<file path="src/rtl/id_ex_stage.sv">
// ID/EX pipeline register for the RV32 five-stage pipeline.
// Captures the decoder control bundle plus operands, immediate, register
// indices and funct fields. It also detects load-use hazards, inserts bubbles,
// honours flush and downstream hold, and counts inserted bubbles (saturating).
module id_ex_stage #(
  parameter int XLEN  = 32,
  parameter int CNT_W = 16
) (
  input  logic             clk,
  input  logic             rst,
  input  logic             id_valid,
  input  logic [XLEN-1:0]  id_pc,
  input  logic [XLEN-1:0]  id_rs1_data,
  input  logic [XLEN-1:0]  id_rs2_data,
  input  logic [XLEN-1:0]  id_imm,
  input  logic [4:0]       id_rs1,
  input  logic [4:0]       id_rs2,
  input  logic [4:0]       id_rd,
  input  logic [2:0]       id_funct3,
  input  logic             id_funct7b5,
  input  logic             id_branch,
  input  logic             id_memRead,
  input  logic             id_memToReg,
  input  logic             id_memWrite,
  input  logic             id_ALUSrc,
  input  logic             id_regWrite,
  input  logic [1:0]       id_ALUOp,
  input  logic             flush,
  input  logic             stall_in,
  output logic             ex_valid,
  output logic [XLEN-1:0]  ex_pc,
  output logic [XLEN-1:0]  ex_rs1_data,
  output logic [XLEN-1:0]  ex_rs2_data,
  output logic [XLEN-1:0]  ex_imm,
  output logic [4:0]       ex_rs1,
  output logic [4:0]       ex_rs2,
  output logic [4:0]       ex_rd,
  output logic [2:0]       ex_funct3,
  output logic             ex_funct7b5,
  output logic             ex_branch,
  output logic             ex_memRead,
  output logic             ex_memToReg,
  output logic             ex_memWrite,
  output logic             ex_ALUSrc,
  output logic             ex_regWrite,
  output logic [1:0]       ex_ALUOp,
  output logic             hazard_stall,
  output logic [CNT_W-1:0] bubble_count
);

  // A load in EX whose destination is a source of the ID instruction.
  // rs2 is compared even for I-type instructions; the occasional extra
  // stall is cheaper than decoding the format here.
  logic load_use;
  // Data/index fields move whenever the stage is not held; a flush
  // always moves them because the kill must take effect immediately.
  logic load_en;
  // The control bundle is cleared (bubble) on flush or load-use hazard.
  logic bubble;

  // Hazard detection and the per-edge load/bubble decisions.
  always_comb begin
    load_use     = ex_valid & ex_memRead & (ex_rd != 5'd0) &
                   ((ex_rd == id_rs1) | (ex_rd == id_rs2));
    hazard_stall = id_valid & load_use & ~flush;
    load_en      = flush | ~stall_in;
    bubble       = flush | hazard_stall;
  end

  // Data and index fields: copied from ID on every non-held edge; their
  // content is meaningless while ex_valid is low.
  always_ff @(posedge clk) begin
    if (rst) begin
      ex_pc       <= '0;
      ex_rs1_data <= '0;
      ex_rs2_data <= '0;
      ex_imm      <= '0;
      ex_rs1      <= '0;
      ex_rs2      <= '0;
      ex_rd       <= '0;
      ex_funct3   <= '0;
      ex_funct7b5 <= 1'b0;
    end else if (load_en) begin
      ex_pc       <= id_pc;
      ex_rs1_data <= id_rs1_data;
      ex_rs2_data <= id_rs2_data;
      ex_imm      <= id_imm;
      ex_rs1      <= id_rs1;
      ex_rs2      <= id_rs2;
      ex_rd       <= id_rd;
      ex_funct3   <= id_funct3;
      ex_funct7b5 <= id_funct7b5;
    end
  end

  // Valid bit and control bundle: bubble clears them, a normal load
  // copies them verbatim (even when id_valid is low).
  always_ff @(posedge clk) begin
    if (rst) begin
      ex_valid    <= 1'b0;
      ex_branch   <= 1'b0;
      ex_memRead  <= 1'b0;
      ex_memToReg <= 1'b0;
      ex_memWrite <= 1'b0;
      ex_ALUSrc   <= 1'b0;
      ex_regWrite <= 1'b0;
      ex_ALUOp    <= 2'b00;
    end else if (load_en) begin
      if (bubble) begin
        ex_valid    <= 1'b0;
        ex_branch   <= 1'b0;
        ex_memRead  <= 1'b0;
        ex_memToReg <= 1'b0;
        ex_memWrite <= 1'b0;
        ex_ALUSrc   <= 1'b0;
        ex_regWrite <= 1'b0;
        ex_ALUOp    <= 2'b00;
      end else begin
        ex_valid    <= id_valid;
        ex_branch   <= id_branch;
        ex_memRead  <= id_memRead;
        ex_memToReg <= id_memToReg;
        ex_memWrite <= id_memWrite;
        ex_ALUSrc   <= id_ALUSrc;
        ex_regWrite <= id_regWrite;
        ex_ALUOp    <= id_ALUOp;
      end
    end
  end

  // Bubble counter: counts only hazard bubbles that actually enter EX
  // (not flushes, not hazards masked by a downstream hold); saturates.
  always_ff @(posedge clk) begin
    if (rst) begin
      bubble_count <= '0;
    end else if (hazard_stall && !stall_in && (bubble_count != {CNT_W{1'b1}})) begin
      bubble_count <= bubble_count + 1'b1;
    end
  end

endmodule

</file>
<file path="config.mk">
export PLATFORM = sky130hd
export DESIGN_NAME = id_ex_stage
export DESIGN_NICKNAME = d
export VERILOG_FILES = /design/src/rtl/id_ex_stage.sv
export SDC_FILE = /design/constraint.sdc
export NUM_CORES = 1
export LEC_CHECK = 0
export CAP_MARGIN = 5
export CORE_UTILIZATION = 28
export DETAILED_ROUTE_END_ITERATION = 6
export GPL_ROUTABILITY_DRIVEN = 0
export MAX_ROUTING_LAYER = met4
export PLACE_DENSITY = 0.68
export SETUP_SLACK_MARGIN = 0.1
export SYNTH_ARGS = -nofsm -noshare
export SYNTH_HDL_FRONTEND = slang
export SYNTH_SLANG_ARGS = --single-unit
</file>
<file path="constraint.sdc">
create_clock -name clk -period 1.98 [get_ports clk]
set_input_delay 0.297 -clock clk [delete_from_list [all_inputs] [get_ports clk]]
set_output_delay 0.297 -clock clk [all_outputs]
set_load 0.01 [all_outputs]
</file>
# After elaboration in Yosys (flattened, before gate mapping)
# Cells that the tools add are included.
# Widths: inputs -> output; s select.
dict set report word_totals {
  wordCells 44
  reg_bits 172
  mem_count 0
  inputBits 160
  output_inout_bits 173
  rom_bits 0
  latchBits 0
  ramBits 0
}
dict set report classes {
  eq_ne 3
  addsub 1
  div 0
  magnitude_cmp 0
  muxes 8
  bitwise_logic 10
  shifts 0
  n_reduce_logical 4
  n_mul 0
}
# cell count
set ops {}
lappend ops {{$add 16x1->16 const B} 1}
lappend ops {{$ne 16x16->1 const B} 1}
lappend ops {{$eq 5x5->1} 2}
lappend ops {{$mux 1} 7}
lappend ops {{$and 1x1->1} 5}
lappend ops {{$reduce_bool 5->1} 1}
lappend ops {{$or 1x1->1} 3}
lappend ops {{$logic_and 1x1->1} 2}
lappend ops {{$mux 2} 1}
lappend ops {{$not 1->1} 2}
lappend ops {{$logic_not 1->1} 1}

# Longest topological paths before layout
# Gate-level depths: netlist (run 1).
dict set report logic_depth {
  word_depth 7
  mapped_depth 7
  ltp_nobuf 6
}

# Worst setup path after synthesis (run 1)
# No wires, ideal clock.
dict set report synth_timing {
  path_type {reg-to-reg}
  startpoint {register bubble_count[12]}
  endpoint {register bubble_count[3]}
  setup_ns 0.123
  slack_ns 0.087
  arrival_ns 1.770
  t_required_ns 1.857
  n_path_buf 0
  synth_period_minus_slack_ns 1.893
  path_stages_with_launch 6
  cell_sequence {dfxtp_1 -> nand4_1 -> or4_1 -> nand3_2 -> nor4b_1 -> mux2_1}
}
dict set report synth_between {
  elab_chain_len 2
}
# item line_no
set synth_rtl {}
lappend synth_rtl {{from (decl)} 48} ;# output logic [CNT_W-1:0] bubble_count
lappend synth_rtl {{from (signal assigned)} 137} ;# bubble_count <= bubble_count + 1'b1;
lappend synth_rtl {{$ne 16x16->1} 136} ;# end else if (hazard_stall && !stall_in && (bubble_count != {CNT_W{1'b1}})) begin
lappend synth_rtl {{$logic_and 1x1->1} 136}
# Every way passes these cells.
# A chain may end at the register's enable or synchronous reset.

# Worst setup path after layout (run 1)
dict set report layout_timing {
  startpoint {input id_rs2[0]}
  endpoint {output hazard_stall}
}
dict set report layout_between {
  elab_chain_len 5
}
# item line_no
set layout_rtl {}
lappend layout_rtl {{from (decl)} 17} ;# input logic [4:0] id_rs2,
lappend layout_rtl {{$eq 5x5->1} 64} ;# ((ex_rd == id_rs1) | (ex_rd == id_rs2));
lappend layout_rtl {{$or 1x1->1} 64}
lappend layout_rtl {{$and 1x1->1} 63} ;# load_use = ex_valid & ex_memRead & (ex_rd != 5'd0) &
lappend layout_rtl {{$and 1x1->1 (2 in series)} 65} ;# hazard_stall = id_valid & load_use & ~flush;
lappend layout_rtl {{to (decl)} 47} ;# output logic hazard_stall,
# Every way passes these cells.

==> summary.md, run 1 <==
| Metric | Value |
|---|---|
| Die height | 152.1 microns |
| Remaining antenna violation count | 0 |
| Slew margin rel. | 0.5837 |
| Largest family of logic cells by synthesized area | simple AND/OR/NAND/NOR gates |
| Failing checks | DRC, setup timing |
| Min-delay src | id_rs2[1] |
| Synth Area in Compound Gates | 0.1539 |
| Unrepaired setup endpoints after global routing | true |
| Nets | 1299 |
| Peak Freq | 482.7 MHz |
| Met3 WL | 1.932 mm |
| Routed vias/inst | 4.659 |
| Worst Setup EP | hazard_stall |
| Sequential Power Share | 0.442 |
| Mean Syn Cell Area | 7.986 sq um |
| Max clock buf depth | 2 |
| Final Skew | 5.128 ps |
| Clock share of power | 0.397 |
| Initial core utilization | 0.2873 |
| Fin. Hold Viols | 0 |
| Final setup margin | -91.58 ps |
| Worst reg2reg path startpoint | ex_rd[0] |
| Die area | 23130 sq um |
| Gr usage total | 0.1917 |
| Initial drt markers | 393 |
| WHS | 199.3 ps |
| DR vias | 6676 |
| Net switching power | 2310 uW |
| Asr flop ratio synth | 0 |
| Worst Setup Start Kind | primary input |
| Grt ovf | 0 |
| Number of synthesized flops with an enable pin | 0 |
| CP arrival | 1770 ps |
| Outcome | finished, violations left |
| CP startpoint | id_rs2[0] |
| Part of the power in combinational logic | 0.160 |
| Pwr per Cell Area | 756.2 nW/um^2 |
| Design Power | 8468 uW |
| Detailed-router iteration count before antenna repair | 6 |
| Leak | 0.004411 uW |
| Pins over their slew limit | 0 |
| Crit share post-route | 1.046 |
| DR WL met2 | 10.57 mm |
| FF-to-FF path depth | 9 |
| # rows | 54 |
| Netlist Area Pre-Place | 6309 sq um |
| Worst reg2reg setup slack | 40 ps |
| Yosys cell types | 34 |
| Routed length on met1 | 9.408 mm |
| Clock root buffer | clkbuf_16 |
| Syn_nets | 951 |
| Inserted Clock Buffers | 17 |
| Critical Path End Type | output pin |
| Worst IR Drop VDD | 512.2 uV |
| Cell-internal power | 6158 uW |
| IO buf count | 332 |
| Fin crit period | 2072 ps |
| Hpwl dp | 15.10 mm |
| Simple-gate portion of the synthesized area | 0.2392 |
| Per-cell routed wire length | 15.47 microns |
| CTS tree | done |
| Mapped Cells | 790 |
| Number of max-cap violations | 0 |
| I/O pins | 333 |
| First-pass GRT wire length | 34.28 mm |
| FF+latch count, synth | 172 |
| Synth Warn # | 0 |
| Max FO, Critical Path | 2 |
| XOR/XNOR Fraction of Synth Area | 0.01388 |
| Setup violations, final | 1 |
| Sw Ratio | 0.2728 |
| Core Area | 21960 sq um |
| Initial antenna violation count | 2 |
| DR DRC count | 50 |
| Adder-cell area share of the yosys netlist | 0.001983 |
| Post-Route WL | 22.17 mm |
| Mux contribution to synthesized area | 0.01051 |
| Hold buffer count at cts | 0 |
| CTS HTree Levels | 4 |
| Critical path required time | 1680 ps |
| Number of global-route vias before repair | 6503 |
| Highest Signal Layer | met4 |
| Share of cells above drive strength 1 | 0.1225 |
| Hold Crit Class | in -> reg |
| Worst-Margin Slew | 622.2 ps |
| Worst reg2reg endpoint | bubble_count[3] |
| Chip width | 152.1 microns |
| Seq/Total Area, Yosys | 0.5458 |
| Largest net degree at the start of global routing | 107 |
| CP Class | in -> out |
| Area delta synth->final | 77.51% |
| Top FF cell, synth | dfxtp_1 |
| CTS clk-pin slew, worst paths | 70 ps |
| Clock Sinks | 172 |
| Clk_lat worst skew | 420 ps |
==> sequential cells by signal, indices dropped and copies added (netlist names) <==
name and cells:
ex_memToReg 1, ex_rs1_data 32, ex_rs2_data 32, ex_branch 1, ex_ALUSrc 1, bubble_count 16, ex_memWrite 1, ex_funct7b5 1
ex_pc 32, ex_rd 5, ex_rs1 5, ex_regWrite 1, ex_funct3 3, ex_valid 1, ex_ALUOp 2, ex_imm 32
ex_memRead 1, ex_rs2 5
==> repair_timing <==
item,CTS,global route
hold endpoints to repair,0,0
setup endpoints to repair,18,15
gates cloned,0,2
resized for setup,38,48
setup buffers,6,8
pin swaps,7,27
==> critical path, stage by stage <==
cell and delay (ps):
clkdlybuf4s50_1 490, xor2_1 180, nor3_2 200, buf_4 160, a22oi_2 60, nand2b_4 160
nor2_2 90, buf_2 140
==> cell usage after synthesis, types with 4 or more instances <==
cell      number  share of area
nand2_1      300           0.18
xor2_1        10          0.014
nand4_1        7         0.0069
clkbuf_1      46          0.027
nor3_1         7         0.0056
nor2b_1        5         0.0050
nor2_1        16         0.0095
nand2b_1       4         0.0040
mux2_1         5         0.0089
or3_1          5         0.0050
a21oi_1      157           0.12
nand3_1        5         0.0040
or4_1          6         0.0071
o31ai_1        5         0.0060
o21ai_0        5         0.0040
a32o_1         9          0.014
dfxtp_1      172           0.55
buf_1          5         0.0030
buf_2          4         0.0032
==> metrics by stage <==
stage	cell area (sq um)	TNS (ps)	instances	worst slack, ps	utilization
6_report	11200	-91.58	1433	-91.58	0.5100
5_1_grt	11200	-237.1	1433	-158.8	0.5100
4_1_cts	10900	-105.9	1421	-105.9	0.4963
3_5_place_dp	10150	-12000	1384	-786.2	0.4621
3_3_place_gp	10150	-11690	1384	-776.6	0.4621
2_1_floorplan	6312	0	790	134.5	-
==> routing by layer <==
metal | vias up | GRT usage
li1 | 3304 | -
met1 | 3089 | 0.2226
met2 | 265 | 0.3105
met3 | 18 | 0.07102
met4 | 0 | 0.05005
met5 | - | -
==> worst min path at each step <==
stage | endpoint | slack, ps | depth (start not counted)
6_report | ex_rs2[1] | 200 | 3
5_1_grt | ex_rs2[3] | 210 | 3
4_1_cts | ex_rs1_data[29] | 280 | 2
3_5_place_dp | ex_imm[1] | 440 | 2
3_3_place_gp | ex_rs2_data[15] | 440 | 2
2_1_floorplan | ex_funct3[0] | 440 | 2
==> cell type report <==
type                            instances  area [sq um]
Multi-Input combinational cell        561          2900
Inverter                                2         7.507
Tap cell                              280         350.3
Sequential cell                       172          3467
Timing Repair Buffer                  384          3880
Clock inverter                         14         148.9
Antenna cell                            2         5.005
Fill cell                            2041         10760
Clock buffer                           18         439.2
==> power by group through the flow <==
stage | clock (uW) | combinational, uW | sequential [uW]
final | 3360 | 1360 | 3750
after global routing | 3600 | 1470 | 3770
after CTS | 3450 | 1340 | 3750
after detailed placement | 0 | 1320 | 3830
after global placement | 0 | 1310 | 3820
after floorplan | 0 | 350 | 3920
==> cells in the final DEF (no fill, tap or decap), drive strengths merged, types with 2 or more instances in the layout <==
| cell type | synthesis | layout |
|---|---|---|
| xor2 | 10 | 10 |
| clkinv | 0 | 5 |
| nand4 | 7 | 7 |
| dlymetal6s2s | 0 | 2 |
| o31ai | 5 | 5 |
| inv | 2 | 10 |
| nor2 | 16 | 16 |
| dfxtp | 172 | 172 |
| mux2 | 5 | 5 |
| diode | 0 | 2 |
| clkdlybuf4s50 | 0 | 325 |
| nand2 | 300 | 300 |
| dlygate4sd2 | 0 | 3 |
| nor4 | 2 | 2 |
| or3 | 6 | 6 |
| buf | 9 | 52 |
| nor2b | 5 | 5 |
| clkbuf | 46 | 20 |
| or4 | 6 | 6 |
| a21oi | 158 | 158 |
| nand3 | 6 | 6 |
| a32o | 9 | 9 |
| o21ai | 5 | 5 |
| nand2b | 4 | 4 |
| nor3 | 7 | 7 |
==> kinds of logic (layout without fill, tap and decap cells) <==
logic type	count (synthesis)	after routing
xor gates and xnor gates	10	10
buffers and inverters	57	418
muxes	6	6
and+or+nand+nor	364	364
AOI/OAI and AO/OA	180	180
DFF	172	172
other	0	2
adders and majority gates	1	1
No activity file was read; power rests on OpenSTA's default activity.
==> inputs of run 2 (changes only) <==
Settings changed: ABC_AREA from default to 1, CELL_PAD_IN_SITES_DETAIL_PLACEMENT from default to 0, CELL_PAD_IN_SITES_GLOBAL_PLACEMENT from default to 1, CORE_UTILIZATION 28 to 27, CTS_CLUSTER_SIZE from default to 16, PLACE_DENSITY 0.68 to 0.88.
==> run 2 against run 1 <==
The flow now finishes without violations. Core utilization decreased by 3.8 points. Clock power is essentially flat. Area after synthesis up 1.4%. Sequential share of layout area is 1.0 points higher. Largest cell class unchanged. Largest power group unchanged.
==> summary.md, run 2 <==
| Metric | Value |
|---|---|
| Netlist Area Pre-Place | 6396 sq um |
| Commonest non-fill, non-tap cell in the layout | clkdlybuf4s50_1 |
| Clock root buffer | clkbuf_16 |
| Buffers & Inverters on Critical Path | 3 |
| Setup violations, final | 0 |
| CTS HTree Levels | 4 |
| Critical path required time | 1680 ps |
| Pwr per Cell Area | 793.7 nW/um^2 |
| Sw Ratio | 0.2536 |
| Pre-CTS WS | -312.4 ps |
| FF-to-FF path depth | 11 |
| Cell-internal power | 6401 uW |
| Synth cell count leaders | 308 x nor2_1, 172 x dfxtp_1, 147 x o21ai_0 |
| First-pass GRT wire length | 32.17 mm |
| CTS clk-pin slew, worst paths | 70 ps |
| Worst IR Drop VDD | 512.9 uV |
| # rows | 55 |
| Yosys top cell by area | dfxtp_1 |
| Largest net degree at the start of global routing | 105 |
| Syn_nets | 1017 |
| Area delta synth->final | 68.94% |
| Post-Route WL | 21.02 mm |
| Part of the power in combinational logic | 0.162 |
| Initial core utilization | 0.2791 |
| Max clock buf depth | 2 |
| FF+latch count, synth | 172 |
| Top FF cell, synth | dfxtp_1 |
| Largest family of logic cells by synthesized area | simple AND/OR/NAND/NOR gates |
| Fin crit period | 1809 ps |
| I/O pins | 333 |
| Worst Setup EP | hazard_stall |
| Synth Area in Compound Gates | 0.1453 |
| Worst reg2reg setup slack | 290 ps |
| Die area | 24310 sq um |
| Worst reg2reg path startpoint | bubble_count[1] |
| Unrepaired setup endpoints after global routing | true |
| Net switching power | 2175 uW |
| Fin. Hold Viols | 0 |
| Pins over their slew limit | 0 |
| Final Skew | 10.86 ps |
| Critical path cell sequence | buf_6 -> nand2_1 -> nand2_1 -> nor2_1 -> nand3_1 -> nand2_2 -> nand3_4 -> inv_2 -> buf_6 |
| Setup TNS | 0 ps |
| Multi-input gate area | 2604 sq um |
| Synth Warn # | 0 |
| Hpwl dp | 14.77 mm |
| Adder-cell area share of the yosys netlist | 0.001956 |
| Initial drt markers | 316 |
| Grt ovf | 0 |
| DR DRC count | 0 |
| Outcome | completed |
| Per-cell routed wire length | 13.94 microns |
| Most common cell in the synthesized netlist | nor2_1 |
| Worst Setup Start Kind | flop |
| Mux contribution to synthesized area | 0 |
| XOR/XNOR Fraction of Synth Area | 0.004108 |
| Peak Freq | 552.8 MHz |
| Clock share of power | 0.395 |
| Worst path slowest cell | dfxtp_4 |
| Clock Sinks | 172 |
| IO buf count | 332 |
| CP arrival | 1510 ps |
| Detailed-router iteration count before antenna repair | 4 |
| Initial antenna violation count | 1 |
| Worst reg2reg endpoint | bubble_count[0] |
| Mapped Cells | 856 |
| WHS | 461.7 ps |
| Hold Crit Class | in -> reg |
| Mean Syn Cell Area | 7.472 sq um |
| Slew margin rel. | 0.7328 |
| Sequential Area | 3456 sq um |
| Gr usage total | 0.1750 |
| Synth area leaders | dfxtp_1 54%, nor2_1 18%, o21ai_0 12% |
| Core Area | 22920 sq um |
| Routed vias/inst | 4.393 |
| Nets | 1343 |
| Max FO, Critical Path | 4 |
| Share of cells above drive strength 1 | 0.06951 |
| Top delay family on crit path | simple AND/OR/NAND/NOR gates |
| Final setup margin | 171.0 ps |
| Yosys cell types | 27 |
| Clk_lat worst skew | 420 ps |
| Die height | 155.9 microns |
| Number of synthesized flops with an enable pin | 0 |
| CP Class | reg -> out |
| Simple-gate portion of the synthesized area | 0.2537 |
| Inserted Clock Buffers | 17 |
| Worst-Margin Slew | 400.8 ps |
| Number of global-route vias before repair | 6067 |
| Number of max-cap violations | 0 |
| Synth top area share | 0.5383 |
| Worst path depth | 9 |
| Max incr delay on CP | 360 ps |
| Chip width | 155.9 microns |
| DR vias | 6625 |
| Seq/Total Area, Yosys | 0.5383 |
| Fill cells | 2315 |
| Crit share post-route | 0.9137 |
| CTS tree | done |
| Critical Path End Type | output pin |
| Sequential Power Share | 0.443 |
| Leak | 0.004465 uW |
| CP startpoint | ex_rd[4] |
| Remaining antenna violation count | 0 |
| Most frequent cells in the layout | 331 x clkdlybuf4s50_1, 305 x nor2_1, 166 x dfxtp_1, 147 x o21ai_0, 60 x nand2_1 |
| Hold buffer count at cts | 0 |
| Asr flop ratio synth | 0 |
## run 2: changes by cell type after synthesis, sizes merged, moves of 6 or more
cell	before	now
clkbuf	46	36
inv	2	31
o21ai	5	147
or4	6	0
xor2	10	0
or3	6	0
buf	9	18
a32o	9	0
nand2	300	61
nor2	16	309
nand3	6	33
a21oi	158	35
## run 2: worst min-delay path by stage
stage,from,end,slack (ps),cells past startpoint
finish,id_memRead,ex_memRead,460,3
global route,id_memRead,ex_memRead,440,3
CTS,id_memRead,ex_memRead,430,3
detailed placement,ex_memWrite,ex_memWrite,460,2
global placement,ex_memWrite,ex_memWrite,450,2
floorplan,id_rs1[0],ex_rs1[0],440,2
## run 2: kinds of logic (layout without fill, tap and decap cells)
family | after synthesis | count (layout)
and+or+nand+nor | 410 | 410
AOI/OAI and AO/OA | 184 | 184
DFF | 172 | 172
buffers and inverters | 86 | 424
xor gates and xnor gates | 3 | 3
adders and majority gates | 1 | 1
other | 0 | 1
## run 2: layer usage
layer | up-vias | track usage | wire length (microns)
li1 | 3390 | - | -
met1 | 3018 | 0.2149 | 9497
met5 | - | - | 0
met3 | 21 | 0.04556 | 1177
met2 | 196 | 0.2800 | 10020
met4 | 0 | 0.05369 | 317
## run 2: tightest hold or removal path, delay by kind of cell
family / cells / cell delay, ps
buffers and inverters: 1 / 390
AO/OA/AOI/OAI: 1 / 60
AND/OR/NAND/NOR: 1 / 80
## run 2: power groups by stage
stage          registers, uW  clock network (uW)  logic [uW]
6_report                3800                3390        1390
5_1_grt                 3820                3650        1520
4_1_cts                 3800                3490        1410
3_5_place_dp            3870                   0        1400
3_3_place_gp            3870                   0        1390
2_1_floorplan           3980                   0         374
## run 2: cell type report
type,instances,area share
antenna,1,0.0002316
clock buffer,20,0.04134
clock inverter,11,0.01239
inverter,32,0.01158
multi-input combinational,598,0.2410
sequential,172,0.3198
tap,313,0.03624
timing repair buffer,361,0.3374
## run 2: stage by stage
| step | util | instance area [sq um] | total power (uW) | std cells |
|---|---|---|---|---|
| after floorplan | - | 6396 | 4352 | 856 |
| after global placement | 0.4448 | 10190 | 5258 | 1475 |
| after detailed placement | 0.4448 | 10190 | 5273 | 1475 |
| after CTS | 0.4711 | 10800 | 8694 | 1507 |
| after global routing | 0.4715 | 10810 | 8989 | 1508 |
| final | 0.4715 | 10810 | 8577 | 1508 |
## run 2: repair_timing
item | 4_1_cts | 5_1_grt
setup buffers | 1 | 0
pin swaps | 3 | 1
setup endpoints to repair | 1 | 5
resized for setup | 15 | 3
==> inputs of run 3 (changes only) <==
Settings changed: MAX_ROUTING_LAYER met4 to default.
==> run 3 against run 2 <==
Fmax barely moved. Critical path depth did not move. Highest routed layer unchanged. Critical path type unchanged. Non-clock buffer count stayed put. Die area unchanged. Core utilization stayed put. Largest cell class unchanged.
==> summary.md, run 3 (synthesized netlist as in run 2, its figures left out) <==
| Metric | Value |
|---|---|
| Max clock buf depth | 2 |
| CTS tree | done |
| CTS HTree Levels | 4 |
| Inserted Clock Buffers | 17 |
| Met3 WL | 1.490 mm |
| Number of max-cap violations | 0 |
| Most frequent cells in the layout | 331 x clkdlybuf4s50_1, 305 x nor2_1, 166 x dfxtp_1, 147 x o21ai_0, 60 x nand2_1 |
| Critical path required time | 1680 ps |
| Initial core utilization | 0.2791 |
| Routed vias/inst | 4.390 |
| Grt ovf | 0 |
| Pwr per Cell Area | 793.2 nW/um^2 |
| Fin crit period | 1807 ps |
| Pins over their slew limit | 0 |
| Crit share post-route | 0.9128 |
| Outcome | completed |
| Largest net degree at the start of global routing | 105 |
| Highest Signal Layer | met4 |
| Initial antenna violation count | 1 |
| DR vias | 6620 |
| Critical Path End Type | output pin |
| Unrepaired setup endpoints after global routing | true |
| I/O pins | 333 |
| First-pass GRT wire length | 32.23 mm |
| CP Class | reg -> out |
| Chip width | 155.9 microns |
| # rows | 55 |
| Clock root buffer | clkbuf_16 |
| Commonest non-fill, non-tap cell in the layout | clkdlybuf4s50_1 |
| Fin cells | 1508 |
| Hold Crit Class | in -> reg |
| Per-cell routed wire length | 13.92 microns |
| Post-Route WL | 20.99 mm |
| Routed length on met1 | 9.155 mm |
| Worst-Margin Slew | 403.5 ps |
| IO buf count | 332 |
| DR WL met2 | 10.00 mm |
| Nets | 1343 |
| Sequential Area | 3456 sq um |
| Final Skew | 10.59 ps |
| Die height | 155.9 microns |
| Multi-input gate area | 2604 sq um |
| Design area | 10810 sq um |
| Setup TNS | 0 ps |
| DP Area | 10190 sq um |
| DR DRC count | 0 |
| Placed cell count | 1475 |
| Peak Freq | 553.3 MHz |
| Fill cells | 2315 |
| Leak | 0.004465 uW |
| Worst reg2reg setup slack | 290 ps |
| FF-to-FF path depth | 11 |
| CP arrival | 1510 ps |
| Core Area | 22920 sq um |
| Final Util | 0.4715 |
| Hpwl dp | 14.77 mm |
| Detailed-router iteration count before antenna repair | 4 |
| Clock Sinks | 172 |
| Worst IR Drop VDD | 509.5 uV |
| WHS | 459.7 ps |
| Setup violations, final | 0 |
| Gr usage total | 0.1695 |
| Number of global-route vias before repair | 6059 |
| CTS clk-pin slew, worst paths | 70 ps |
| Slew margin rel. | 0.7310 |
| Fin. Hold Viols | 0 |
| Initial drt markers | 320 |
| Max FO, Critical Path | 4 |
| Worst Setup Start Kind | flop |
| Share of cells above drive strength 1 | 0.06951 |
| Die area | 24310 sq um |
| Area delta synth->final | 68.94% |
| Remaining antenna violation count | 0 |
| Hold depth | 3 |
| Clk_lat worst skew | 420 ps |
## run 3: routing by layer
layer / vias to the layer above / global-route usage
met3: 21 / 0.05722
met1: 3012 / 0.2058
met2: 196 / 0.2802
met4: 0 / 0.05509
li1: 3391 / -
met5: - / 0
## run 3: area by class of cell
class,instances,share of cell area
Sequential cell,172,0.3198
Antenna cell,1,0.0002316
Tap cell,313,0.03624
Clock inverter,11,0.01239
Timing Repair Buffer,361,0.3374
Clock buffer,20,0.04134
Multi-Input combinational cell,598,0.2410
Inverter,32,0.01158
## run 3: worst max-delay path, stage by stage (launching register included)
cell     delay, ps
dfxtp_4        360
buf_6          110
nand2_1         50
nand2_1         40
nor2_1         100
nand3_1        100
nand2_2        110
nand3_4         70
inv_2           50
buf_6          100
## run 3: report_power, final
group          switching, uW  internal [uW]  leakage, uW  total (uW)
logic                    582            809      0.00276        1390
clock network           1480           1910     0.000270        3380
registers                113           3680      0.00143        3800
total                   2170           6400      0.00446        8570
## run 3: path summary, 6_finish.rpt
| check | from | end |
|---|---|---|
| setup / recovery | ex_rd[4] | hazard_stall |
| hold / removal | id_ALUOp[0] | ex_ALUOp[0] |
| hold reg to reg | ex_ALUOp[0] | ex_ALUOp[0] |
| setup reg to reg | bubble_count[1] | bubble_count[0] |
## run 3: stage by stage
stage / total power [uW] / setup slack (ps)
finish: 8570 / 172.6
global route: 8987 / 22.58
CTS: 8694 / 107.9
detailed placement: 5273 / -312.4
global placement: 5258 / -320.2
floorplan: 4352 / 351.1
## run 3: timing repair
item / CTS / global route
endpoints found under the setup margin: 1 / 5
gates resized for setup: 15 / 3
hold buffers: 0 / 0
pin swaps: 3 / 1
buffers inserted: 1 / 0
